$ cat src/rtl/twiddle_cmul3_pkg.sv
// Shared FFT-stage definitions: coefficient format, index-width helper,
// K0/K1/K2 select encoding and the coefficient-load FSM states.
package twiddle_cmul3_pkg;

  // Significant coefficient bits and their fractional bits (127 ~ 1.0).
  localparam int unsigned CW   = 9;
  localparam int unsigned FRAC = 7;

  // Mapper select encoding for the three stored coefficients.
  typedef enum logic [1:0] {
    SelK0 = 2'd0,
    SelK1 = 2'd1,
    SelK2 = 2'd2
  } coef_sel_e;

  typedef enum logic [1:0] {
    StIdle,
    StLoad,
    StReady,
    StErr
  } load_st_e;

  // Width of a twiddle index addressing N/2 table entries.
  function automatic int unsigned idx_width(input int unsigned n);
    return (n / 2 > 1) ? $clog2(n / 2) : 1;
  endfunction

endpackage

$ cat src/rtl/twiddle_cmul3_pipe.sv
// Three-stage complex multiply of (a + jb) by W = C - jS using three real
// multipliers and the precomputed coefficients K0 = C, K1 = C + S, K2 = C - S.
//   clk, rst          : clock, asynchronous active-high reset
//   in_valid          : sample strobe (already qualified by the table state)
//   a, b              : sample real / imaginary parts
//   k0, k1, k2        : coefficient triple for this sample
//   out_valid         : result strobe, three cycles after acceptance
//   out_re, out_im    : floor((C*a + S*b) / 2^FRAC), floor((C*b - S*a) / 2^FRAC)
module cmul3_pipe #(
  parameter int unsigned DW   = 16,
  parameter int unsigned CW   = twiddle_cmul3_pkg::CW,
  parameter int unsigned FRAC = twiddle_cmul3_pkg::FRAC
) (
  input  logic                 clk,
  input  logic                 rst,
  input  logic                 in_valid,
  input  logic signed [DW-1:0] a,
  input  logic signed [DW-1:0] b,
  input  logic signed [CW-1:0] k0,
  input  logic signed [CW-1:0] k1,
  input  logic signed [CW-1:0] k2,
  output logic                 out_valid,
  output logic signed [DW:0]   out_re,
  output logic signed [DW:0]   out_im
);

  localparam int unsigned PW  = DW + 1 + CW;  // full product width
  localparam int unsigned DFW = PW + 1;       // difference cannot overflow

  logic                 v1_q, v2_q;
  logic signed [DW-1:0] a_q, b_q;
  logic signed [DW:0]   s_q;
  logic signed [CW-1:0] k0_q, k1_q, k2_q;
  logic signed [PW-1:0] t_q, p_q, q_q;
  logic signed [DFW-1:0] re_full, im_full;

  // re = K0*(a+b) - b*K2 = C*a + S*b ; im = K0*(a+b) - a*K1 = C*b - S*a
  always_comb begin
    re_full = (DFW'(t_q) - DFW'(p_q)) >>> FRAC;
    im_full = (DFW'(t_q) - DFW'(q_q)) >>> FRAC;
  end

  always_ff @(posedge clk or posedge rst) begin
    if (rst) begin
      v1_q      <= 1'b0;
      v2_q      <= 1'b0;
      out_valid <= 1'b0;
      a_q       <= '0;
      b_q       <= '0;
      s_q       <= '0;
      k0_q      <= '0;
      k1_q      <= '0;
      k2_q      <= '0;
      t_q       <= '0;
      p_q       <= '0;
      q_q       <= '0;
      out_re    <= '0;
      out_im    <= '0;
    end else begin
      // Stage 1: operands and pre-add
      v1_q <= in_valid;
      a_q  <= a;
      b_q  <= b;
      s_q  <= (DW + 1)'(a) + (DW + 1)'(b);
      k0_q <= k0;
      k1_q <= k1;
      k2_q <= k2;
      // Stage 2: three real products
      v2_q <= v1_q;
      t_q  <= PW'(s_q) * PW'(k0_q);
      p_q  <= PW'(b_q) * PW'(k2_q);
      q_q  <= PW'(a_q) * PW'(k1_q);
      // Stage 3: combine, floor-scale and truncate
      out_valid <= v2_q;
      out_re    <= re_full[DW:0];
      out_im    <= im_full[DW:0];
    end
  end

endmodule

$ cat src/rtl/twiddle_cmul3.sv
// FFT-stage twiddle multiplier. Captures the coefficient mapper's stream into a
// table of N/2 (K0, K1, K2) triples, then multiplies samples by W[k] = C - jS.
//   clk, rst            : clock, asynchronous active-high reset
//   c_we, c_sel, c_data : mapper write strobe, K select, data (data lags by one)
//   c_dv                : mapper load-done pulse
//   table_ready         : a complete table is loaded
//   load_err            : sticky, load finished with fewer than N/2 triples
//   in_valid, in_ready  : sample strobe / accept (in_ready == table_ready)
//   in_re, in_im        : signed sample
//   tw_idx              : twiddle index k
//   out_valid           : result strobe, 3 cycles after acceptance
//   out_re, out_im      : signed result, DW+1 bits
module twiddle_cmul3 #(
  parameter int unsigned N    = 16,
  parameter int unsigned MSB  = 16,
  parameter int unsigned CW   = twiddle_cmul3_pkg::CW,
  parameter int unsigned DW   = 16,
  parameter int unsigned FRAC = twiddle_cmul3_pkg::FRAC
) (
  input  logic                                           clk,
  input  logic                                           rst,
  input  logic                                           c_we,
  input  logic [1:0]                                     c_sel,
  input  logic [MSB-1:0]                                 c_data,
  input  logic                                           c_dv,
  output logic                                           table_ready,
  output logic                                           load_err,
  input  logic                                           in_valid,
  output logic                                           in_ready,
  input  logic signed [DW-1:0]                           in_re,
  input  logic signed [DW-1:0]                           in_im,
  input  logic [twiddle_cmul3_pkg::idx_width(N)-1:0]     tw_idx,
  output logic                                           out_valid,
  output logic signed [DW:0]                             out_re,
  output logic signed [DW:0]                             out_im
);

  import twiddle_cmul3_pkg::*;

  localparam int unsigned Half = N / 2;
  localparam int unsigned Iw   = idx_width(N);

  logic          d_we;
  logic [1:0]    d_sel;
  logic [Iw:0]   idx_q, idx_d;
  load_st_e      st_q, st_d;
  logic          we_rise, wr_en, full;

  logic signed [CW-1:0] coef_k0 [Half];
  logic signed [CW-1:0] coef_k1 [Half];
  logic signed [CW-1:0] coef_k2 [Half];

  logic unused_hi;
  assign unused_hi = ^c_data[MSB-1:CW];

  assign we_rise = c_we & ~d_we;
  // Writes past the last triple (mapper's duplicate select-2) and select 3 are dropped.
  assign wr_en   = d_we && (idx_q < (Iw + 1)'(Half)) && (d_sel != 2'd3);
  assign full    = (idx_q == (Iw + 1)'(Half));

  always_comb begin
    st_d  = st_q;
    idx_d = idx_q;
    if (we_rise) begin
      // A new load outranks a coincident c_dv.
      st_d  = StLoad;
      idx_d = '0;
    end else begin
      if (wr_en && (d_sel == SelK2)) idx_d = idx_q + 1'b1;
      if (c_dv) st_d = full ? StReady : StErr;
    end
  end

  always_ff @(posedge clk or posedge rst) begin
    if (rst) begin
      d_we  <= 1'b0;
      d_sel <= 2'd0;
      idx_q <= '0;
      st_q  <= StIdle;
    end else begin
      d_we  <= c_we;
      d_sel <= c_sel;
      idx_q <= idx_d;
      st_q  <= st_d;
    end
  end

  // Table contents are not reset; a full reload is required after reset.
  always_ff @(posedge clk) begin
    if (wr_en) begin
      case (d_sel)
        SelK0:   coef_k0[idx_q[Iw-1:0]] <= c_data[CW-1:0];
        SelK1:   coef_k1[idx_q[Iw-1:0]] <= c_data[CW-1:0];
        SelK2:   coef_k2[idx_q[Iw-1:0]] <= c_data[CW-1:0];
        default: ;
      endcase
    end
  end

  assign table_ready = (st_q == StReady);
  assign load_err    = (st_q == StErr);
  assign in_ready    = table_ready;

  cmul3_pipe #(
    .DW   (DW),
    .CW   (CW),
    .FRAC (FRAC)
  ) u_pipe (
    .clk       (clk),
    .rst       (rst),
    .in_valid  (in_valid && in_ready),
    .a         (in_re),
    .b         (in_im),
    .k0        (coef_k0[tw_idx]),
    .k1        (coef_k1[tw_idx]),
    .k2        (coef_k2[tw_idx]),
    .out_valid (out_valid),
    .out_re    (out_re),
    .out_im    (out_im)
  );

endmodule

$ cat config.mk
export PLATFORM = sky130hd
export DESIGN_NAME = twiddle_cmul3
export DESIGN_NICKNAME = d
export VERILOG_FILES = /design/src/rtl/twiddle_cmul3_pkg.sv /design/src/rtl/twiddle_cmul3_pipe.sv /design/src/rtl/twiddle_cmul3.sv
export SDC_FILE = /design/constraint.sdc
export NUM_CORES = 2
export LEC_CHECK = 0
export CELL_PAD_IN_SITES_DETAIL_PLACEMENT = 1
export CELL_PAD_IN_SITES_GLOBAL_PLACEMENT = 2
export CORE_ASPECT_RATIO = 2
export CORE_MARGIN = 4
export CORE_UTILIZATION = 48
export CTS_CLUSTER_DIAMETER = 60
export DETAILED_ROUTE_END_ITERATION = 8
export PLACE_DENSITY = 0.95
export RECOVER_POWER = 25
export SLEW_MARGIN = 20
export SYNTH_ARGS = -nofsm -noshare
export SYNTH_HDL_FRONTEND = slang
export SYNTH_SLANG_ARGS = --single-unit
$ cat constraint.sdc
create_clock -name clk -period 14.9 [get_ports clk]
set_input_delay 2.98 -clock clk [delete_from_list [all_inputs] [get_ports clk]]
set_output_delay 2.98 -clock clk [all_outputs]
set_load 0.01 [all_outputs]
==> summary.md <==
| Metric | Value |
|---|---|
| Slew HR | `0.2629` |
| Syn Area/Cell | `~12 um^2` |
| Initial antenna violation count | `0` |
| Skew final | `slightly below 0.04 ns` |
| Setup bufs post-CTS | `0` |
| Via count | `around 19k` |
| Worst slew pin tran | `~1.1 ns` |
| Post-synthesis mux area share | `0.05121` |
| Arrival @ worst endpoint | `between 6 and 7 ns` |
| Share of cells above drive strength 1 | `0.06296` |
| Routed wire per std cell | `between 20 and 25 um` |
| Area grow syn2layout | `9.815%` |
| Synth Area in Simple Gates | `0.1165` |
| WL final | `around 80000 um` |
| Post-synthesis xor/xnor area fraction | `0.03253` |
| Total CTS buffers | `38` |
| Compound-gate portion of the synthesized area | `0.04455` |
| Max-cap violations | `0` |
| Max stage delay on crit path | `0.76 ns` |
| First-pass GRT wire length | `approximately 130000 um` |
| Hold Path Class | `register to register` |
| R2r startpoint | `u_pipe.k2_q[2]$_DFF_PP0_` |
| Clock transition at path regs | `approximately 0.070 ns` |
| Slew Limit Fails | `0` |
| Synth async-reset ratio | `0.4732` |
| CTS tree | `built` |
| Vias per cell | `around 5.6` |
| Most frequent cells in the layout | `inv_1, fa_1, edfxtp_1` |
| GRT Total Usage | `0.2471` |
| Crit path from | `u_pipe.k2_q[2]$_DFF_PP0_` |
| Hpwl dp | `roughly 64000 um` |
| Post-CTS sizing | `0` |
| Final Critical Period | `a little over 6 ns` |
| Max Clock Freq | `0.1653 GHz` |
| Setup repair after global routing missed its margin | `false` |
| Commonest non-fill, non-tap cell in the layout | `inv_1` |
| Number of flops mapped to enable cells by yosys | `approximately 220` |
| CTS H-tree lvls | `2` |
| WP data required | `~15 ns` |
| Total clock sinks | `roughly 400` |
| Initial DRC Count | `950` |
| Outcome | `complete, no violations` |
| Final hold violation count | `0` |
| CP dominant cell by count | `fa_1` |
| WS Path Type | `register to register` |
| Gate Count Post-Synth | `2472` |
| Synth cell types | `63` |
| IO buf count | `about 90` |
| Worst Min Path Start | `u_pipe.v1_q$_DFF_PP0_` |
| Cts hold-fix bufs | `0` |
| Cell Area, Synth | `29880 um^2` |
| Largest net degree at the start of global routing | `126` |
| Number of global-route vias before repair | `between 20k and 25k` |
| Clock latency on the worst-skew pair | `approximately 0.59 ns` |
| Final setup viols | `0` |
| Chip height | `roughly 360 um` |
| Routed Antenna Nets | `0` |
| Row count | `129` |
| Final Wtd Congestion | `0.8789` |
| Sequential fraction of the synthesis area | `0.3795` |
| First-pass iteration count of the detailed router | `5` |
| Worst path slowest cell | `dfrtp_1` |
| Core Box Area | `slightly above 60000 um^2` |
| CP Launch Type | `register` |
| Die Span X | `between 150 and 200 um` |
| Worst Setup End Kind | `register` |
| Clock root cell | `clkbuf_16` |
| Starting density of the core | `0.4834` |
| Yosys reg bits | `around 400` |
| Global route overflow | `0` |
| Cell chain of the critical path | `nand2_1 > fa_1 > inv_1 > fa_1 > ha_1 > inv_1 > fa_1 > inv_1 > ha_1 > ha_1 > fa_1 > a211oi_1 > o21ai_1 > a21oi_1 > o21ai_1 > o41ai_1 > o21ai_1 > o22ai_1 > xnor2_1` |
| Mapped Nets | `3091` |
| Adder-cell share of the synthesized area | `0.3233` |
| Synth Warn # | `0` |
| Combinational family with the most area after synthesis | `adder cells` |
| Most used DFF post-synth | `edfxtp_1` |
| Remaining DRCs | `0` |
| Die Area | `approximately 67000 um^2` |
| Max Buffers Root-to-Sink | `3` |
| # IOs | `96` |
| Nets@finish | `3163` |
| Reg2reg setup slack | `~8.8 ns` |
| Final period util | `0.4061` |
| CP max FO | `16` |
| Diode count | `0` |
| Setup TNS | `0 ns` |
## per-stage QoR
step | setup slack, ns | util | hold slack [ns] | instance area, um^2 | instances
6_report | 8.849 | 0.5308 | 0.3698 | 32810 | 3359
4_1_cts | 8.776 | 0.5309 | 0.3704 | 32820 | 3359
2_1_floorplan | 6.636 | - | 0.3312 | 29880 | 2472
3_3_place_gp | 8.982 | 0.5102 | 0.3421 | 31540 | 3290
3_5_place_dp | 8.793 | 0.5102 | 0.3365 | 31540 | 3290
5_1_grt | 8.487 | 0.5308 | 0.3773 | 32810 | 3359
## cell type report
cell class              count  area, um^2
fillers                  6346       29000
multi-input cells        1648       16970
flip-flops and latches    410       11340
inverters                 354        1336
clock buffers              43       989.7
well taps                 786       983.4
repair buffers             92       903.4
clock inverters            26       289.0
## path summary, 6_finish.rpt
path,depth (start not counted),to
worst min register to register,0,u_pipe.v2_q$_DFF_PP0_
min in group asynchronous,2,u_pipe.out_re[5]$_DFF_PP0_
worst max-delay path,19,u_pipe.p_q[23]$_DFF_PP0_
max in group asynchronous,3,u_pipe.k1_q[1]$_DFF_PP0_
worst min-delay path,0,u_pipe.v2_q$_DFF_PP0_
worst max register to register,19,u_pipe.p_q[23]$_DFF_PP0_
## per-layer routing
metal | track usage | up-vias | wire [um] | part of all wire
met5 | 0 | - | 0 | 0
li1 | - | 8219 | - | -
met2 | 0.4834 | 474 | 46430 | 0.58
met4 | 0.1453 | 0 | 5872 | 0.073
met3 | 0.02269 | 211 | 2738 | 0.034
met1 | 0.2457 | 9840 | 24920 | 0.31
## worst max-delay path, delay by kind of cell (launching register included)
kind                       cells  cell delay [ns]
AOI/OAI and AO/OA              7             2.00
xor gates and xnor gates       1             0.19
adders and majority gates      7             2.72
buffers and inverters          3             0.14
DFF                            1             0.76
and+or+nand+nor                1             0.14
## kinds of logic (layout without fill, tap and decap cells)
family / count (synthesis) / in the layout
buf+inv: 414 / 515
flops: 410 / 410
compound gates: 204 / 204
fa+ha+maj: 561 / 561
mux: 82 / 82
xor+xnor: 111 / 111
simple gates: 690 / 690
## cell usage after synthesis, types with 29 or more instances
| library cell | n | area, um^2 |
|---|---|---|
| inv_1 | 354 | 1329 |
| fa_1 | 352 | 7047 |
| edfxtp_1 | 216 | 6486 |
| nand2_1 | 213 | 799.5 |
| and2_1 | 211 | 1320 |
| ha_1 | 209 | 2615 |
| dfrtp_1 | 194 | 4855 |
| nor2_1 | 104 | 390.4 |
| xnor2_1 | 91 | 797.0 |
| mux4_2 | 54 | 1216 |
| nor2b_1 | 51 | 319.1 |
| a21oi_1 | 50 | 250.2 |
| clkbuf_1 | 49 | 183.9 |
| o21ai_0 | 34 | 170.2 |
| nor3_1 | 29 | 145.1 |
## registers in the layout (all words and copies together), names as in the netlist, 2 cells and up
signal and count:
coef_k0 72, coef_k1 72, coef_k2 72, d_sel 2, idx_q 4, st_q 2
u_pipe.a_q 16, u_pipe.b_q 16, u_pipe.k0_q 9, u_pipe.k1_q 9, u_pipe.k2_q 9, u_pipe.out_im 17
u_pipe.out_re 17, u_pipe.p_q 24, u_pipe.q_q 24, u_pipe.s_q 17, u_pipe.t_q 24
Power is not shown: default switching activity piles up to over one toggle a cycle in this logic, so the estimate is an artifact.
